### config.mk
export PLATFORM = sky130hd
export DESIGN_NAME = map_lookup_arbiter
export DESIGN_NICKNAME = d
export VERILOG_FILES = /design/src/rtl/map_pkg.sv /design/src/rtl/map_lookup_arbiter_rr_pick2.sv /design/src/rtl/map_lookup_arbiter.sv
export SDC_FILE = /design/constraint.sdc
export NUM_CORES = 1
export LEC_CHECK = 0
export ABC_AREA = 1
export CAP_MARGIN = 20
export CELL_PAD_IN_SITES_DETAIL_PLACEMENT = 0
export CELL_PAD_IN_SITES_GLOBAL_PLACEMENT = 1
export CORE_MARGIN = 5
export CORE_UTILIZATION = 33
export CTS_CLUSTER_SIZE = 12
export DETAILED_ROUTE_END_ITERATION = 10
export GPL_TIMING_DRIVEN = 1
export PLACE_DENSITY = 0.87
export SYNTH_ARGS = -nofsm -noshare
export SYNTH_HDL_FRONTEND = slang
export SYNTH_SLANG_ARGS = --single-unit
export TNS_END_PERCENT = 1
### constraint.sdc
create_clock -name clk -period 4 [get_ports clk]
set_input_delay 0.6 -clock clk [delete_from_list [all_inputs] [get_ports clk]]
set_output_delay 0.6 -clock clk [all_outputs]
set_load 0.01 [all_outputs]
### src/rtl/map_pkg.sv
// Maze-map geometry shared by the map ROM, the renderers and the lookup arbiter.
// Bit 31 of a ROM row is column 0, the leftmost tile.
package map_pkg;

  localparam int MAP_COORD_W = 5;
  localparam int MAP_W       = 32;
  localparam int MAP_H       = 32;

  function automatic logic [MAP_COORD_W-1:0] map_bit_idx(input logic [MAP_COORD_W-1:0] x);
    return MAP_COORD_W'(MAP_W - 1) - x;
  endfunction

endpackage

### src/rtl/map_lookup_arbiter_rr_pick2.sv
// Combinational round-robin picker: selects up to two set bits of an eligible
// mask, scanning upward from a start pointer with wrap-around.
module rr_pick2 #(
  parameter int NREQ = 4,
  parameter int IDW  = $clog2(NREQ)
) (
  input  logic [NREQ-1:0] eligible,
  input  logic [IDW-1:0]  ptr,
  output logic [IDW-1:0]  win0,
  output logic            win0_vld,
  output logic [IDW-1:0]  win1,
  output logic            win1_vld
);

  localparam logic [IDW:0] NREQ_L = (IDW+1)'(NREQ);

  logic [NREQ-1:0] rot;

  // Requester id at scan offset `off` from the pointer, modulo NREQ.
  function automatic logic [IDW-1:0] abs_id(input logic [IDW-1:0] base, input int off);
    logic [IDW:0] s;
    s = {1'b0, base} + (IDW+1)'(off);
    if (s >= NREQ_L) s = s - NREQ_L;
    return s[IDW-1:0];
  endfunction

  // Rotate so that bit 0 of rot is the requester the pointer names.
  assign rot = NREQ'({eligible, eligible} >> ptr);

  always_comb begin
    win0     = '0;
    win0_vld = 1'b0;
    win1     = '0;
    win1_vld = 1'b0;
    for (int i = 0; i < NREQ; i++) begin
      if (rot[i]) begin
        if (!win0_vld) begin
          win0     = abs_id(ptr, i);
          win0_vld = 1'b1;
        end else if (!win1_vld) begin
          win1     = abs_id(ptr, i);
          win1_vld = 1'b1;
        end
      end
    end
  end

endmodule

### src/rtl/map_lookup_arbiter.sv
// Shares the two maze-ROM read ports among NREQ tile-lookup requesters: two
// round-robin grants per cycle, wall bit returned as a one-cycle response pulse.
module map_lookup_arbiter
  import map_pkg::*;
#(
  parameter int NREQ    = 4,
  parameter int COORD_W = MAP_COORD_W
) (
  input  logic                    clk,
  input  logic                    reset,
  input  logic [NREQ-1:0]         req_valid,
  input  logic [NREQ*COORD_W-1:0] req_x,
  input  logic [NREQ*COORD_W-1:0] req_y,
  output logic [NREQ-1:0]         resp_valid,
  output logic [NREQ-1:0]         resp_wall,
  output logic [COORD_W-1:0]      map_addr_a,
  output logic [COORD_W-1:0]      map_addr_b,
  input  logic [2**COORD_W-1:0]   map_row_a,
  input  logic [2**COORD_W-1:0]   map_row_b
);

  localparam int           IDW    = $clog2(NREQ);
  localparam logic [IDW:0] NREQ_L = (IDW+1)'(NREQ);

  logic [COORD_W-1:0] x_arr [NREQ];
  logic [COORD_W-1:0] y_arr [NREQ];

  for (genvar g = 0; g < NREQ; g++) begin : g_unpack
    assign x_arr[g] = req_x[g*COORD_W +: COORD_W];
    assign y_arr[g] = req_y[g*COORD_W +: COORD_W];
  end

  logic [NREQ-1:0]    busy;
  logic [IDW-1:0]     ptr;

  logic [NREQ-1:0]    elig_p0;
  logic [IDW-1:0]     win0_p0, win1_p0;
  logic               vld0_p0, vld1_p0;

  logic               vld_a_p1, vld_b_p1;
  logic [IDW-1:0]     id_a_p1, id_b_p1;
  logic [COORD_W-1:0] x_a_p1, x_b_p1;
  logic               wall_a_p1, wall_b_p1;

  logic [NREQ-1:0]    busy_set, busy_clr;
  logic [NREQ-1:0]    resp_valid_nxt, resp_wall_nxt;
  logic [IDW-1:0]     ptr_nxt;

  function automatic logic [IDW-1:0] next_id(input logic [IDW-1:0] id);
    logic [IDW:0] s;
    s = {1'b0, id} + (IDW+1)'(1);
    if (s >= NREQ_L) s = '0;
    return s[IDW-1:0];
  endfunction

  // ---- stage p0: eligibility and round-robin selection ----
  // A busy requester is excluded until its response edge, so it is never
  // regranted on the coordinates it is still holding for the current lookup.
  assign elig_p0 = req_valid & ~busy;

  rr_pick2 #(
    .NREQ (NREQ),
    .IDW  (IDW)
  ) u_pick (
    .eligible (elig_p0),
    .ptr      (ptr),
    .win0     (win0_p0),
    .win0_vld (vld0_p0),
    .win1     (win1_p0),
    .win1_vld (vld1_p0)
  );

  always_comb begin
    ptr_nxt = ptr;
    if (vld1_p0)      ptr_nxt = next_id(win1_p0);
    else if (vld0_p0) ptr_nxt = next_id(win0_p0);
  end

  // ---- stage p1: ROM row arrives for the registered grants ----
  assign wall_a_p1 = map_row_a[map_bit_idx(x_a_p1)];
  assign wall_b_p1 = map_row_b[map_bit_idx(x_b_p1)];

  always_comb begin
    busy_set       = '0;
    busy_clr       = '0;
    resp_valid_nxt = '0;
    resp_wall_nxt  = resp_wall;
    for (int i = 0; i < NREQ; i++) begin
      if (vld0_p0 && win0_p0 == IDW'(i)) busy_set[i] = 1'b1;
      if (vld1_p0 && win1_p0 == IDW'(i)) busy_set[i] = 1'b1;
      if (vld_a_p1 && id_a_p1 == IDW'(i)) begin
        busy_clr[i]       = 1'b1;
        resp_valid_nxt[i] = 1'b1;
        resp_wall_nxt[i]  = wall_a_p1;
      end
      if (vld_b_p1 && id_b_p1 == IDW'(i)) begin
        busy_clr[i]       = 1'b1;
        resp_valid_nxt[i] = 1'b1;
        resp_wall_nxt[i]  = wall_b_p1;
      end
    end
  end

  always_ff @(posedge clk or posedge reset) begin
    if (reset) begin
      busy       <= '0;
      ptr        <= '0;
      vld_a_p1   <= 1'b0;
      vld_b_p1   <= 1'b0;
      map_addr_a <= '0;
      map_addr_b <= '0;
      resp_valid <= '0;
      resp_wall  <= '0;
    end else begin
      busy       <= (busy & ~busy_clr) | busy_set;
      ptr        <= ptr_nxt;
      vld_a_p1   <= vld0_p0;
      vld_b_p1   <= vld1_p0;
      if (vld0_p0) map_addr_a <= y_arr[win0_p0];
      if (vld1_p0) map_addr_b <= y_arr[win1_p0];
      resp_valid <= resp_valid_nxt;
      resp_wall  <= resp_wall_nxt;
    end
  end

  // Grant payload only matters while its valid is set, so it carries no reset.
  always_ff @(posedge clk) begin
    if (vld0_p0) begin
      id_a_p1 <= win0_p0;
      x_a_p1  <= x_arr[win0_p0];
    end
    if (vld1_p0) begin
      id_b_p1 <= win1_p0;
      x_b_p1  <= x_arr[win1_p0];
    end
  end

endmodule

==> summary.md, run 1 <==
| Metric | Value |
|---|---|
| Status | finished clean |
| Reg2reg start | ptr[0]$_DFFE_PP0P_ |
| Mean Syn Cell Area | between 6 and 7 sq um |
| Slew Limit Headroom | approximately 53% |
| LEAKAGE | 2.207 nW |
| DR pass1 iterations | 5 |
| Hold WC Path Type | reg -> reg |
| Worst R2R Setup Slack | about 1.1 ns |
| Die Ht | 112.2 um |
| WL/cell | 15.19 um |
| Net Sw Frac | a little over half |
| Port Buffer Count | 127 |
| Crit-path max FO | 25 |
| Largest net degree at the start of global routing | 27 |
| Fillers | slightly above 1000 |
| Worst-Skew Late Latency | roughly 0.3 ns |
| Core area | roughly 10000 sq um |
| Share of cells above drive strength 1 | roughly 8.4% |
| Die footprint | about 13000 sq um |
| Final HPWL DP | 8930 um |
| Critical Path AT | ~3.2 ns |
| Area grow syn2layout | 41.77% |
| Setup crit end kind | flop |
| Crit start category | primary input |
| CP max stage cell | clkdlybuf4s50_1 |
| Clk_skew | 0.008247 ns |
| Final Hold Viols | 0 |
| Gr usage total | 17.61% |
| Post-route ant nets | 0 |
| I/O pin count | 128 |
| Ant diodes | 0 |
| Mapped cell area | 3445 sq um |
| Register Area | 1071 sq um |
| CP cell instances | clkdlybuf4s50_1 > nand3_1 > nand2_1 > nor2_1 > nor2_4 > nand2_1 > nor2_2 > nand2_1 > nand2_1 > buf_4 > ha_1 > nor2_1 > o22ai_1 |
| Clock transition at path regs | 0.08 ns |
| Total power | slightly below 0.005 W |
| Max-cap violation count | 0 |
| Req. time, crit path | between 4 and 5 ns |
| Worst min-delay path startpoint | map_addr_a[3]$_DFFE_PP0P_ |
| Yosys warns | 0 |
| Via count | 3885 |
| TritonCTS clock tree | done |
| Post CTS Setup Buffer Count | 0 |
| Worst-margin pin slew | 0.7014 ns |
| Primary FF master, synth | dfrtp_1 |
| Top cell by count, worst path | nand2_1 |
| Starting Density | 33.67% |
| Hold endpoint | map_addr_a[3]$_DFFE_PP0P_ |
| RSZ-0062 raised after global routing | no |
| Hold path cells | 2 |
| Gate Count Post-Synth | 504 |
| Power per cell area | 1007 nW/um^2 |
| Tmin final | between 3 and 4 ns |
| R2R Path End | ptr[1]$_DFFE_PP0P_ |
| First-pass GRT wire length | 18620 um |
| Share of total power in sequential cells | 20.3% |
| Vias in the first global route | between 3000 and 4000 |
| Post-synth EDFFs | 14 |
| Initial antenna violation count | 0 |
| Hold-fix buffers, CTS | 0 |
| CTS resizes | 0 |
| Final nets | 737 |
| Total congestion overflow | 0 |
| Worst Path Class, Setup | in -> reg |
| Sw Pwr | approximately 0.0027 W |
| Setup TNS | 0 ns |
| Peak VDD IR | 0.5809 mV |
| Final Setup Violations | 0 |
| Synth unique cells | 37 |
| Combinational share of power | 74.2% |
| PnR worst setup slack | 0.9782 ns |
| Core Rows | 37 |
| Ys async rst share | between 60% and 70% |
| P_int | 0.002213 W |
| Initial DRC Count | 318 |
| Htree depth | 2 |
| Die width | between 100 and 150 um |
| Clock power frac | 5.6% |
| CTS buffer count | 5 |
| Pre-CTS setup slack | 0.6916 ns |
| Footprint of the multi-input gates | 1966 sq um |
| CTS sink cnt | 40 |
| Clock buffer depth | 2 |
| Net Count, Synth | 621 |
| Final Max Tran Viols | 0 |
| Worst R2R Path Depth | 14 |
| Sequential-to-total area share from yosys stat | 31.09% |
| Gp weighted congestion | 0.8957 |
| DRC | 0 |
| Max stage delay on crit path | 0.49 ns |
| Via density | 5.132 |
| Final WL | around 12000 um |
| Synth Register Bits | 40 |
| Clk Tree Root Cell | clkbuf_8 |
| FMAX | 330.9 MHz |
| Period utilization | 75.54% |
cell families after synthesis:
logic type,after synthesis,synth area share [%]
flip-flops,40,31.09
adder cells (fa/ha/maj),7,2.543
AO/OA/AOI/OAI,111,20.09
XOR/XNOR,1,0.2543
AND/OR/NAND/NOR,253,34.18
buffers and inverters,92,11.84
how the worst max path moves through the flow:
stage | from | end | slack (ns) | cells after the start
floorplan | req_valid[3] | ptr[1]$_DFFE_PP0P_ | 1.58 | 15
global placement | req_valid[0] | ptr[1]$_DFFE_PP0P_ | 0.72 | 13
detailed placement | req_valid[0] | ptr[1]$_DFFE_PP0P_ | 0.69 | 13
CTS | req_valid[0] | ptr[1]$_DFFE_PP0P_ | 1.0 | 13
global route | req_valid[2] | ptr[1]$_DFFE_PP0P_ | 0.76 | 13
finish | req_valid[0] | ptr[1]$_DFFE_PP0P_ | 0.98 | 13
layer usage:
layer	global-route usage [%]	up-vias	routed length, um
li1	-	1919	-
met1	23.21	1758	5258
met2	28.49	190	4991
met3	5.229	18	1086
met4	4.167	0	165
met5	0	-	0
cells in the final DEF, fill, tap and decap left out, types with 12 or more instances in the layout:
master / instances
o221ai_1: 14
inv_1: 60
a21oi_1: 15
nand3_2: 12
o21ai_0: 28
nand2_1: 109
nor2_1: 51
dfrtp_1: 26
edfxtp_1: 14
nand3_1: 58
clkdlybuf4s50_1: 127
o21ai_1: 28
synthesized netlist by cell type (2+ instances only):
cell / n / area share [%]
nand2_4: 3 / 0.98
o21ai_1: 28 / 4.1
edfxtp_1: 14 / 12
nor2_4: 2 / 0.65
inv_1: 60 / 6.5
buf_6: 5 / 1.6
nor3_1: 8 / 1.2
o211ai_2: 2 / 0.73
nand2_2: 5 / 0.91
o21ai_0: 28 / 4.1
o221ai_1: 14 / 3.6
nand2_1: 109 / 12
ha_1: 7 / 2.5
nor2_2: 2 / 0.36
o211ai_1: 7 / 1.5
nor2_1: 51 / 5.6
buf_2: 11 / 1.6
nand3_1: 58 / 8.4
inv_2: 8 / 0.87
o22ai_1: 3 / 0.54
dfrtp_1: 26 / 19
a21oi_1: 15 / 2.2
o21bai_1: 8 / 1.7
o21ai_2: 2 / 0.51
clkbuf_1: 5 / 0.54
nand3_2: 12 / 3.5
per-stage QoR:
| stage | hold slack, ns | std cells | utilization, % | instance area, sq um |
|---|---|---|---|---|
| floorplan | 0.4904 | 504 | - | 3445 |
| global placement | 0.4698 | 748 | 46.63 | 4771 |
| detailed placement | 0.4717 | 748 | 46.63 | 4771 |
| CTS | 0.5030 | 756 | 47.46 | 4856 |
| global route | 0.5311 | 757 | 47.73 | 4883 |
| finish | 0.4997 | 757 | 47.73 | 4883 |
power by group through the flow:
| stage | logic, W | clock network [W] | registers, W |
|---|---|---|---|
| 2_1_floorplan | 0.00283 | 0 | 0.000936 |
| 4_1_cts | 0.00366 | 0.000276 | 0.000995 |
| 3_3_place_gp | 0.00355 | 0 | 0.00100 |
| 5_1_grt | 0.00413 | 0.000289 | 0.00103 |
| 3_5_place_dp | 0.00364 | 0 | 0.00100 |
| 6_report | 0.00365 | 0.000274 | 0.000996 |
worst max-delay path: cells and delay by family:
family / cells / cell delay [ns]
compound gates: 1 / 0.09
simple gates: 9 / 1.39
fa+ha+maj: 1 / 0.29
buf+inv: 2 / 0.81
flip-flops by register name, summed over array words and instances (netlist names), 4 cells and up:
signal and flops:
map_addr_b 5, busy 4, x_b_p1 5, resp_valid 4, resp_wall 4, x_a_p1 5
map_addr_a 5
layout make-up:
| class | count | share of cell area [%] |
|---|---|---|
| multi-input cells | 372 | 40.25 |
| repair buffers | 131 | 27.06 |
| flip-flops and latches | 40 | 21.93 |
| inverters | 70 | 5.534 |
| well taps | 136 | 3.484 |
| clock buffers | 6 | 1.486 |
| clock inverters | 2 | 0.2562 |
Power figures use the tool's default switching activity.
==> inputs of run 2 (changes only) <==
- CORE_UTILIZATION: 33 -> 31
- PLACE_DENSITY: 0.87 -> 0.82
- clock period: 4 -> 2.8 ns (I/O delays scaled with it)
==> run 2 against run 1 <==
  * Highest routed layer unchanged
  * Non-clock buffer count is 14 higher
  * Clock-buffer cell count stayed put
  * Sequential share of layout area is 0.61 points lower
==> summary.md, run 2 (synthesis results as in run 1) <==
| Metric | Value |
|---|---|
| Status | finished clean |
| Area grow syn2layout | 45.84% |
| Setup TNS | 0 ns |
| Vias in the first global route | 3744 |
| Worst Path Class, Setup | reg -> reg |
| Top cell by count, worst path | nand2_1 |
| Port Buffer Count | 127 |
| Hold WC Path Type | in -> async |
| Setup crit end kind | flop |
| DRC | 0 |
| WL/cell | ~15 um |
| Final WL | between 10000 and 15000 um |
| CP cell instances | inv_6 > nand3_2 > nand3_2 > nand2_4 > inv_2 > ha_1 > o21ai_0 > nand2_1 > nand2_1 > nand2_1 > nand2_2 > inv_2 > ha_1 > o21ai_1 > o22ai_1 |
| First-pass GRT wire length | 17950 um |
| Via count | approximately 3800 |
| Tmin final | 2.555 ns |
| Clk Tree Root Cell | clkbuf_8 |
| Clock transition at path regs | 0.09 ns |
| Reg2reg start | ptr[0]$_DFFE_PP0P_ |
| Crit-path max FO | 9 |
| Period utilization | approximately nine tenths |
| Largest net degree at the start of global routing | 30 |
| Hold-fix buffers, CTS | 0 |
| Slew Limit Headroom | 67.22% |
| Worst R2R Path Depth | 15 |
| Power per cell area | ~1500 nW/um^2 |
| RSZ-0062 raised after global routing | no |
| LEAKAGE | 2.284 nW |
| Clk_skew | 0.008990 ns |
| Die width | between 100 and 150 um |
| Total congestion overflow | 0 |
| FMAX | approximately 390 MHz |
| Commonest cells after routing, fill and taps aside | 127 x clkdlybuf4s50_1, 109 x nand2_1, 60 x inv_1 |
| Core area | around 11000 sq um |
| Post-route ant nets | 0 |
| Die Ht | approximately 120 um |
| Pre-CTS setup slack | 0.06121 ns |
| CP max stage cell | dfrtp_1 |
| Req. time, crit path | 2.98 ns |
| Clock buffer depth | 2 |
| PnR worst setup slack | 0.2446 ns |
| Share of cells above drive strength 1 | 10.55% |
| DR pass1 iterations | 4 |
| Critical Path AT | 2.74 ns |
| Initial antenna violation count | 0 |
| CTS sink cnt | 40 |
| Most common cell after layout, fill and taps aside | clkdlybuf4s50_1 |
| Total power | 0.007532 W |
| CTS resizes | 0 |
| Peak VDD IR | approximately 0.70 mV |
| Final Max Tran Viols | 0 |
| Gr usage total | 16.46% |
| Max stage delay on crit path | 0.64 ns |
| Worst-margin pin slew | 0.4918 ns |
| Post CTS Setup Buffer Count | 0 |
| Die footprint | about 13000 sq um |
| Final instance area | around 5000 sq um |
| Final nets | 751 |
| Starting Density | a little under a third |
| Max-cap violation count | 0 |
| Final HPWL DP | 9085 um |
| Final Hold Viols | 0 |
| Worst R2R Setup Slack | around 0.24 ns |
| I/O pin count | 128 |
| Worst-Skew Late Latency | roughly 0.3 ns |
| Htree depth | 2 |
| Crit start category | flop |
| Core Rows | 38 |
| CTS buffer count | 5 |
| Hold slack final | around 0.48 ns |
| Ant diodes | 0 |
| Via density | 4.952 |
| R2R Path End | ptr[1]$_DFFE_PP0P_ |
| Final Setup Violations | 0 |
| Gp weighted congestion | 0.8392 |
| Initial DRC Count | 350 |
| TritonCTS clock tree | done |
| Area post-placement | 4913 sq um |
[run 2: cell count changes in the layout (fill, tap and decap cells not counted), sizes merged]
cell	before	now
inv	70	71
clkinv	1	0
buf	4	18
[run 2: layout make-up]
class,instances,area (sq um)
tap,140,175.2
multi-input combinational,372,1966
fill,1118,5864
clock inverter,2,16.27
inverter,70,270.3
sequential,40,1071
clock buffer,6,93.84
timing repair buffer,145,1431
[run 2: report_power, final]
group          leakage, nW  switching (W)  internal (W)
clock               0.0530       0.000228      0.000233
combinational         1.78        0.00344       0.00225
sequential           0.449       0.000274       0.00111
total                 2.28        0.00394       0.00359
[run 2: through the flow]
step,util (%),std cells
final,46.14,775
after global routing,46.14,775
after CTS,46.14,775
after detailed placement,45.13,767
after global placement,45.13,767
after floorplan,-,504
[run 2: per-layer routing]
metal  share of wire, %  global-route usage, %
met2                 46                  27.43
met4                1.4                  3.991
met5                  0                      0
met3                8.7                  3.655
met1                 44                  21.79
[run 2: worst max-delay path, delay by kind of cell, from the launching register on]
family / cells / cell delay, ns
flops: 1 / 0.64
simple gates: 7 / 0.62
buf+inv: 3 / 0.23
fa+ha+maj: 2 / 0.55
compound gates: 3 / 0.39
[run 2: worst max-delay path by stage]
stage                                  start            endpoint  slack [ns]
after floorplan           ptr[0]$_DFFE_PP0P_  ptr[1]$_DFFE_PP0P_        0.45
after global placement          req_valid[3]  ptr[1]$_DFFE_PP0P_        0.13
after detailed placement        req_valid[1]  ptr[1]$_DFFE_PP0P_        0.06
after CTS                 ptr[0]$_DFFE_PP0P_  ptr[1]$_DFFE_PP0P_        0.24
after global routing      ptr[0]$_DFFE_PP0P_  ptr[1]$_DFFE_PP0P_        0.04
final                     ptr[0]$_DFFE_PP0P_  ptr[1]$_DFFE_PP0P_        0.24
